**config.mk**
```make
export PLATFORM = sky130hd
export DESIGN_NAME = led_scan_ctrl
export DESIGN_NICKNAME = d
export VERILOG_FILES = /design/src/rtl/led_scan_ctrl_pkg.sv /design/src/rtl/scan_tick_gen.sv /design/src/rtl/led_scan_ctrl.sv
export SDC_FILE = /design/constraint.sdc
export NUM_CORES = 1
export LEC_CHECK = 0
export ABC_AREA = 1
export CAP_MARGIN = 10
export CORE_MARGIN = 4
export CORE_UTILIZATION = 59
export DETAILED_ROUTE_END_ITERATION = 10
export PLACE_DENSITY_LB_ADDON = 0.3
export SLEW_MARGIN = 20
export SYNTH_ARGS = -nofsm -noshare
export SYNTH_HDL_FRONTEND = slang
export SYNTH_SLANG_ARGS = --single-unit
export TNS_END_PERCENT = 20
```
**constraint.sdc**
```tcl
create_clock -name clk -period 4 [get_ports clk]
set_clock_uncertainty 0.15 [all_clocks]
set_input_delay 0.6 -clock clk [delete_from_list [all_inputs] [get_ports clk]]
set_output_delay 0.6 -clock clk [all_outputs]
set_load 0.03 [all_outputs]
```
**src/rtl/led_scan_ctrl_pkg.sv**
```systemverilog
// Shared constants for the LED scan controller and its tick generator.
// Also provides a counter-width helper usable by other tick-based blocks.
package led_scan_ctrl_pkg;

   localparam logic [7:0] ASCII_BLANK = 8'h20;
   localparam logic [7:0] DIG_ALL_OFF = 8'hFF;

   localparam int DEF_NUM_DIGITS = 8;
   localparam int DEF_SCAN_DIV   = 100000;
   localparam int DEF_BLANK_CYC  = 2000;

   // A divide-by-1 counter still needs one bit to exist.
   function automatic int cnt_width(input int div);
      return (div > 1) ? $clog2(div) : 1;
   endfunction

endpackage

```
**src/rtl/scan_tick_gen.sv**
```systemverilog
// Free-running 0..DIV-1 counter with a one-cycle wrap pulse on the last count.
// Shared by the display scanner and the key-debounce sampler.
module scan_tick_gen
   import led_scan_ctrl_pkg::*;
#(
   parameter int DIV = DEF_SCAN_DIV,
   parameter int CW  = cnt_width(DIV)
) (
   input  logic          clk,
   input  logic          rst,
   output logic [CW-1:0] cnt,
   output logic          wrap
);

   localparam logic [CW-1:0] LAST = CW'(DIV - 1);

   logic [CW-1:0] cnt_reg;
   logic [CW-1:0] cnt_next;

   always_comb begin
      wrap     = (cnt_reg == LAST);
      cnt_next = wrap ? '0 : cnt_reg + CW'(1);
   end

   always_ff @(posedge clk or posedge rst) begin
      if (rst) cnt_reg <= '0;
      else     cnt_reg <= cnt_next;
   end

   assign cnt = cnt_reg;

endmodule

```
**src/rtl/led_scan_ctrl.sv**
```systemverilog
// 8-character ASCII display buffer, time-multiplexed onto a common-segment
// display with a blanking gap at the start of every digit slot.
module led_scan_ctrl
   import led_scan_ctrl_pkg::*;
#(
   parameter int NUM_DIGITS = DEF_NUM_DIGITS,
   parameter int SCAN_DIV   = DEF_SCAN_DIV,
   parameter int BLANK_CYC  = DEF_BLANK_CYC
) (
   input  logic       clk,
   input  logic       rst,
   input  logic       clr,
   input  logic       push_en,
   input  logic [7:0] push_data,
   input  logic       wr_en,
   input  logic [2:0] wr_addr,
   input  logic [7:0] wr_data,
   output logic [7:0] char_out,
   output logic [7:0] dig_sel
);

   localparam int CW = cnt_width(SCAN_DIV);
   localparam int IW = (NUM_DIGITS > 1) ? $clog2(NUM_DIGITS) : 1;
   localparam logic [CW-1:0] BLANK_LIM = CW'(BLANK_CYC);
   localparam logic [IW-1:0] IDX_LAST  = IW'(NUM_DIGITS - 1);

   logic [CW-1:0] cnt;
   logic [CW-1:0] cnt_next;
   logic          wrap;
   logic [IW-1:0] idx_reg;
   logic [IW-1:0] idx_next;
   logic [7:0]    buf_reg  [NUM_DIGITS];
   logic [7:0]    buf_next [NUM_DIGITS];
   logic [7:0]    char_reg;
   logic [7:0]    char_next;
   logic [7:0]    dig_reg;
   logic [7:0]    dig_next;
   logic          blank;

   scan_tick_gen #(
      .DIV (SCAN_DIV),
      .CW  (CW)
   ) u_tick (
      .clk  (clk),
      .rst  (rst),
      .cnt  (cnt),
      .wrap (wrap)
   );

   // Buffer update: clear beats push beats direct write; losers are dropped.
   always_comb begin
      buf_next = buf_reg;
      if (clr) begin
         for (int i = 0; i < NUM_DIGITS; i++) buf_next[i] = ASCII_BLANK;
      end else if (push_en) begin
         buf_next[0] = push_data;
         for (int i = 1; i < NUM_DIGITS; i++) buf_next[i] = buf_reg[i-1];
      end else if (wr_en) begin
         for (int i = 0; i < NUM_DIGITS; i++) begin
            if (wr_addr == 3'(i)) buf_next[i] = wr_data;
         end
      end
   end

   always_ff @(posedge clk or posedge rst) begin
      if (rst) begin
         for (int i = 0; i < NUM_DIGITS; i++) buf_reg[i] <= ASCII_BLANK;
      end else begin
         buf_reg <= buf_next;
      end
   end

   // Outputs are derived from next-state scan position so they move with cnt/idx.
   always_comb begin
      cnt_next  = wrap ? '0 : cnt + CW'(1);
      idx_next  = idx_reg;
      if (wrap) idx_next = (idx_reg == IDX_LAST) ? '0 : idx_reg + IW'(1);
      blank     = (cnt_next < BLANK_LIM);
      dig_next  = DIG_ALL_OFF;
      if (!blank) begin
         for (int i = 0; i < NUM_DIGITS; i++) begin
            if (idx_next == IW'(i)) dig_next[i] = 1'b0;
         end
      end
      char_next = buf_reg[idx_next];
   end

   always_ff @(posedge clk or posedge rst) begin
      if (rst) begin
         idx_reg  <= '0;
         dig_reg  <= DIG_ALL_OFF;
         char_reg <= ASCII_BLANK;
      end else begin
         idx_reg  <= idx_next;
         dig_reg  <= dig_next;
         char_reg <= char_next;
      end
   end

   assign char_out = char_reg;
   assign dig_sel  = dig_reg;

endmodule

```
==> results of run 1 <==
[logic make-up (layout without fill, tap and decap cells)]
kind of cell,count (synthesis),after routing,share of synthesized area (%)
AO/OA/AOI/OAI,130,130,13.1
XOR/XNOR,3,3,0.487
adder cells (fa/ha/maj),3,3,0.696
buffers and inverters,94,130,7.68
flip-flops,100,100,46.8
AND/OR/NAND/NOR,387,387,31.2
[synth_stat cells, types with 5 or more instances]
cell	instances	area (um2)
sky130_fd_sc_hd__nand3_1	100	500
sky130_fd_sc_hd__nor2_1	53	199
sky130_fd_sc_hd__dfrtp_1	83	2080
sky130_fd_sc_hd__clkbuf_1	10	37.5
sky130_fd_sc_hd__nand4_1	8	50.1
sky130_fd_sc_hd__nand2_1	211	792
sky130_fd_sc_hd__dfstp_2	17	447
sky130_fd_sc_hd__a31oi_1	8	50.1
sky130_fd_sc_hd__buf_6	5	56.3
sky130_fd_sc_hd__a21oi_1	59	295
sky130_fd_sc_hd__o21ai_0	43	215
sky130_fd_sc_hd__o22ai_1	14	87.6
sky130_fd_sc_hd__inv_1	63	236
[through the flow]
stage,hold WS [ns],setup slack (ns)
floorplan,0.280,0.659
global placement,0.291,1.48
detailed placement,0.310,1.38
CTS,0.324,1.58
global route,0.336,1.32
finish,0.326,1.56
[worst max path at each step]
stage	cells past startpoint	to	start
after floorplan	1	buf_reg[0]	rst
after global placement	6	buf_reg[3]	clr
after detailed placement	6	buf_reg[6]	clr
after CTS	12	char_out[2]	u_tick.cnt[0]
after global routing	8	dig_sel[7]	u_tick.cnt[0]
final	12	char_out[2]	u_tick.cnt[0]
[layer usage]
layer | share of wire (%) | global-route usage (%)
met2 | 47 | 46.4
met1 | 40 | 36.9
met4 | 2.9 | 9.69
met5 | 0 | 0
met3 | 9.2 | 6.59
[power by group through the flow]
| stage | Clock [mW] | Sequential [mW] | Combinational [mW] |
|---|---|---|---|
| after global routing | 0.771 | 1.12 | 0.282 |
| after CTS | 0.725 | 1.12 | 0.250 |
| after floorplan | 0 | 1.13 | 0.144 |
| final | 0.719 | 1.12 | 0.254 |
| after detailed placement | 0 | 1.14 | 0.248 |
| after global placement | 0 | 1.14 | 0.242 |
[cell type report]
cell class	instances	area share (%)
clock inverters	5	1.41
repair buffers	46	7.25
inverters	68	4.31
clock buffers	11	2.34
well taps	108	2.24
flip-flops and latches	100	41.8
multi-input cells	523	40.7
==> impl_results.md, run 1 <==
* Result of the run: completed
* Num ports at 40
* Via total after detailed routing at between 5000 and 6000
* Effective utilization at floorplan at approximately 61%
* Syn_area_per_cell at approximately 7.5 um2
* Switching Power at 0.559 mW
* Area added between synthesis and finish at 12.0%
* Clock latency on the worst-skew pair at 0.37 ns
* Top cell family by delay on the critical path: simple AND/OR/NAND/NOR gates
* Min-delay src: u_tick.cnt[0]
* Count of flip-flops with a built-in enable after synthesis at 0
* Number of clock buffers inserted by TritonCTS at 9
* Number of flip-flops in the largest register at 64
* Vertical die dimension at 104 um
* Headroom to the max-slew limit at 40.1%
* RSZ-0062 raised after global routing: false
* Net Sw Frac at roughly a quarter
* Wire length of the first global-routing pass at roughly 25000 um
* Top fanout value on the critical path at 33
* Worst min-delay path category: register to register
* Register area at between 0.002 and 0.003 mm2
* Clk network pwr share at between 30% and 40%
* Worst-case register-to-register setup slack at ~1.6 ns
* Total routed wirelength at between 10000 and 15000 um
* Endpoint kind of the worst setup timing path: register
* Tot Pwr at roughly 2.1 mW
* Launch instance of the worst register-to-register path: u_tick.cnt[0]
* Yosys synthesis warning count at 0
* Final hold vios at 0
* Total power divided by cell area at around 350 mW/mm2
* Area of the core at 0.00881 mm2
* Worst-path cell chain: ha_1, nand2_1, nor2_2, nand3_4, nand2_8, nand2_4, nand2_1, nand2_1, nand2_1, nand2_1, nand2_1, nand2_1
* Initial drt markers at 550
* Area of the multi-input gates at ~0.0025 mm2
* Hold path cells at 1
* Clock transition at the registers of the reported paths at roughly 0.090 ns
* Maximum buffer depth of the clock tree at 2
* Share of power burned in registers at 53.5%
* CTS root buf: sky130_fd_sc_hd__clkbuf_8
* Antenna-violating nets left at 0
* Placed cell count at approximately 850
* Final max-slew violation count at 0
* IO buf count at 39
* Routed length per placed instance at 17.2 um
* Synth Register Bits at 100
* Share of flip-flops with an asynchronous set or reset at 100%
* Cell type of the slowest stage on the worst timing path: sky130_fd_sc_hd__dfrtp_1
* Share of total power in combinational logic at about an eighth
* Final design area excluding fillers at 0.00604 mm2
* Highest-count cells in the layout ignoring fill and taps: sky130_fd_sc_hd__nand2_1 (211), sky130_fd_sc_hd__nand3_1 (100), sky130_fd_sc_hd__dfrtp_1 (83)
* Count of filler cells inserted in the layout at 716
* Num Clock Sinks at 100
* Number of buffers and inverters on the critical path at 0
* Length in cells of the worst reg-to-reg path at 12
* Critical path class: register to register
* Fraction of final layout cells sized beyond drive strength 1 at under 10%
* Accumulated negative setup slack at 0 ns
* Pre-antenna DRT Iters at 7
* Post-Syn Area at between 0.005 and 0.006 mm2
* Least-Margin Pin Slew at about 0.9 ns
* Primary FF master, synth: sky130_fd_sc_hd__dfrtp_1
* Seq/Total Area, Yosys at 46.8%
* Final setup violation count at 0
* Post-CTS setup buffer count at 0
* Residual overflow from global routing at 0
* Number of antenna cells inserted at 0
* Count of nets after finishing at 775
* Highest attainable clock frequency at around 410 MHz
* Width of the die at 104 um
* Number of different library cells in the post-synthesis netlist at 38
* Post-route DRC violation count at 0
* Cell count after synthesis at between 700 and 800
* Crit path launch type: register
* Post-Layout Cell Count at 861
* Via count normalized by instance count at ~6.0
* Gpl congestion at ~0.91
* Cell mode on critical path: sky130_fd_sc_hd__nand2_1
* Endpoint required time on the critical path at roughly 4.1 ns
* Commonest non-fill, non-tap cell in the layout: sky130_fd_sc_hd__nand2_1
* CTS tree: yes
* Deepest level of the CTS H-tree at 3
* Share of the clock period used by the worst path at about 61%
* Largest net degree at the start of global routing at between 50 and 60
* Placement-stage cell area at 0.00582 mm2
* Antenna violations before repair at 0
* Slowest cell delay on critical path at approximately 0.38 ns
* Final HPWL from detailed placement at 10400 um
* Reg-to-Reg End: char_out[2]
* Leakage at 2.95 nW
* Via count of the first global-routing pass at 5009
* Die Outline Area at about 0.011 mm2
* Data arrival time of the critical path at 2.55 ns
* Internal power consumption at 1.53 mW
* MaxCap Viol Count at 0
* Overall fraction of global-route tracks in use at 28.2%
* WHS Endpoint: u_tick.cnt[0]
* Number of nets produced by synthesis at around 740
* Post-cts sizing count at 0
* Post-layout minimum cycle time at roughly 2.4 ns
* Number of placement rows at 34
* Maximum vdd ir drop at roughly 250 uV
* Final core occ at a little under 70%
* Cts hold-fix bufs at 0
(Power assumes the default switching activity.)
==> run 2, diff against run 1 <==
==> constraint.sdc (replaced) <==
create_clock -name clk -period 2.45 [get_ports clk]
set_clock_uncertainty 0.15 [all_clocks]
set_input_delay 0.3675 -clock clk [delete_from_list [all_inputs] [get_ports clk]]
set_output_delay 0.3675 -clock clk [all_outputs]
set_load 0.03 [all_outputs]
==> run 2 against run 1 <==
  * Count of clock-buffer cells in the layout decreased by 2
  * Core utilization increased by 1.9 points
  * Die area unchanged
  * Critical path type unchanged
  * Sequential share of layout area is 1.2 points lower
==> impl_results.md, run 2 (synthesis gave the netlist of run 1 again) <==
* Cts hold-fix bufs at 0 (unchanged)
* Length in cells of the worst reg-to-reg path at 11 (-1)
* Fraction of final layout cells sized beyond drive strength 1 at 10.7% (+2.6 points)
* Via total after detailed routing at 5300 (+1.9%)
* IO buf count at 39 (unchanged)
* Pre-antenna DRT Iters at 5 (-2)
* CTS tree: yes
* Vertical die dimension at 104 um (unchanged)
* Gpl congestion at 0.940 (+2.9%)
* Final HPWL from detailed placement at 11300 um (+9.4%)
* Area of the core at 0.00881 mm2 (unchanged)
* Wire length of the first global-routing pass at 25600 um (+3.7%)
* Worst min-delay path category: input pin to async pin
* Top fanout value on the critical path at 8 (-76%)
* Worst-path cell chain: ha_1, nand2_1, inv_1, nand3_1, inv_1, nand3_1, nand2_1, nand2_1, nor3_1, nand2_2, nand2_1
* Highest-count cells in the layout ignoring fill and taps: sky130_fd_sc_hd__nand2_1 (210), sky130_fd_sc_hd__nand3_1 (100), sky130_fd_sc_hd__dfrtp_1 (83)
* RSZ-0062 raised after global routing: false
* Cell type of the slowest stage on the worst timing path: sky130_fd_sc_hd__nor3_1
* Endpoint required time on the critical path at 2.62 ns (-1.49 ns)
* Largest net degree at the start of global routing at 49 (-17%)
* Final max-slew violation count at 0 (unchanged)
* Deepest level of the CTS H-tree at 3 (unchanged)
* Initial drt markers at 440 (-20%)
* Share of the clock period used by the worst path at 97.2% (+36 points)
* Crit path launch type: register
* Maximum vdd ir drop at 297 uV (+20%)
* Num Clock Sinks at 100 (unchanged)
* Number of antenna cells inserted at 0 (unchanged)
* Antenna violations before repair at 0 (unchanged)
* Commonest non-fill, non-tap cell in the layout: sky130_fd_sc_hd__nand2_1
* Final setup violation count at 0 (unchanged)
* MaxCap Viol Count at 0 (unchanged)
* Area added between synthesis and finish at 15.2%
* Number of placement rows at 34 (unchanged)
* Via count of the first global-routing pass at 5121 (+2.2%)
* CTS root buf: sky130_fd_sc_hd__clkbuf_8
* Clock transition at the registers of the reported paths at 0.11 ns (+0.02 ns)
* Least-Margin Pin Slew at 0.760 ns (-0.136 ns)
* Number of clock buffers inserted by TritonCTS at 9 (unchanged)
* Critical path class: register to register
* Accumulated negative setup slack at 0 ns (unchanged)
* Residual overflow from global routing at 0 (unchanged)
* Via count normalized by instance count at 6.02 (-0.41%)
* Final hold vios at 0 (unchanged)
* Top cell family by delay on the critical path: simple AND/OR/NAND/NOR gates
* Effective utilization at floorplan at 61.3% (unchanged)
* Post-route DRC violation count at 0 (unchanged)
* Die Outline Area at 0.0107 mm2 (unchanged)
* Overall fraction of global-route tracks in use at 29.2% (+0.99 points)
* Number of buffers and inverters on the critical path at 2 (+2)
* Total routed wirelength at 15500 um (+4.8%)
* Headroom to the max-slew limit at 49.3% (+9.3 points)
* Post-layout minimum cycle time at 2.38 ns (-0.0569 ns)
* Slowest cell delay on critical path at 0.43 ns (+0.05 ns)
* Width of the die at 104 um (unchanged)
* Routed length per placed instance at 17.6 um (+2.4%)
* Data arrival time of the critical path at 2.55 ns (about the same)
* Clock latency on the worst-skew pair at 0.38 ns (about the same)
* Highest attainable clock frequency at 420 MHz (+2.4%)
* Total power divided by cell area at 530 mW/mm2 (+53%)
* Antenna-violating nets left at 0 (unchanged)
* Maximum buffer depth of the clock tree at 2 (unchanged)
* Final core occ at 70.6% (+1.9 points)
* Logic depth of the worst setup path including buffers at 11 (-1)
* Endpoint kind of the worst setup timing path: register
* Number of flip-flops in the largest register at 64 (unchanged)
* Num ports at 40 (unchanged)
* Leakage at 3.04 nW (+3.3%)
* Cell mode on critical path: sky130_fd_sc_hd__nand2_1
* Result of the run: completed
* Count of nets after finishing at 795 (+2.6%)
run 2: changes by cell type in the layout (fill, tap and decap cells not counted), sizes merged:
cell	change
buf	+19
bufinv	-2
clkbuf	-2
clkinvlp	+1
inv	+3
nand2	+1
run 2: timing repair:
item / 4_1_cts / 5_1_grt
setup buffers: 0 / 5
endpoints found under the setup margin: 0 / 16
gates resized for setup: 0 / 1
run 2: worst paths after layout:
check | startpoint | slack [ns] | endpoint
max reg2reg | u_tick.cnt[0] | 0.07 | dig_sel[5]
min reg2reg | u_tick.cnt[0] | 0.31 | u_tick.cnt[0]
min | rst | 0.19 | buf_reg[11]
max | u_tick.cnt[0] | 0.07 | dig_sel[5]
min in group clk | u_tick.cnt[0] | 0.31 | u_tick.cnt[0]
max in group asynchronous | rst | 1.36 | buf_reg[10]
run 2: where the power goes:
| group | switching, mW | leakage (nW) | internal [mW] | total [mW] |
|---|---|---|---|---|
| registers | 0.0833 | 1.28 | 1.75 | 1.83 |
| clock network | 0.638 | 0.0953 | 0.394 | 1.03 |
| logic | 0.267 | 1.67 | 0.162 | 0.429 |
| total | 0.988 | 3.04 | 2.31 | 3.29 |
run 2: layout make-up:
| class | instances | area, um2 |
|---|---|---|
| inverters | 68 | 262 |
| repair buffers | 65 | 631 |
| multi-input cells | 524 | 2470 |
| clock inverters | 7 | 66.3 |
| flip-flops and latches | 100 | 2520 |
| well taps | 108 | 135 |
| clock buffers | 9 | 124 |
| fillers | 703 | 2590 |
run 2: routing by layer:
layer	part of all wire, %	GRT usage (%)
met1	39	37.6
met2	49	48.1
met3	8.3	6.22
met4	3.3	12.2
met5	0	0
run 2: through the flow:
stage | setup WS [ns] | cells | power [mW] | instance area, um2 | hold WS (ns)
global placement | 0.159 | 859 | 2.27 | 5970 | 0.291
finish | 0.0681 | 881 | 3.29 | 6210 | 0.195
detailed placement | 0.140 | 859 | 2.28 | 5970 | 0.302
CTS | 0.109 | 875 | 3.30 | 6160 | 0.189
global route | 0.0136 | 881 | 3.43 | 6210 | 0.197
floorplan | 0.414 | 717 | 2.09 | 5400 | 0.280
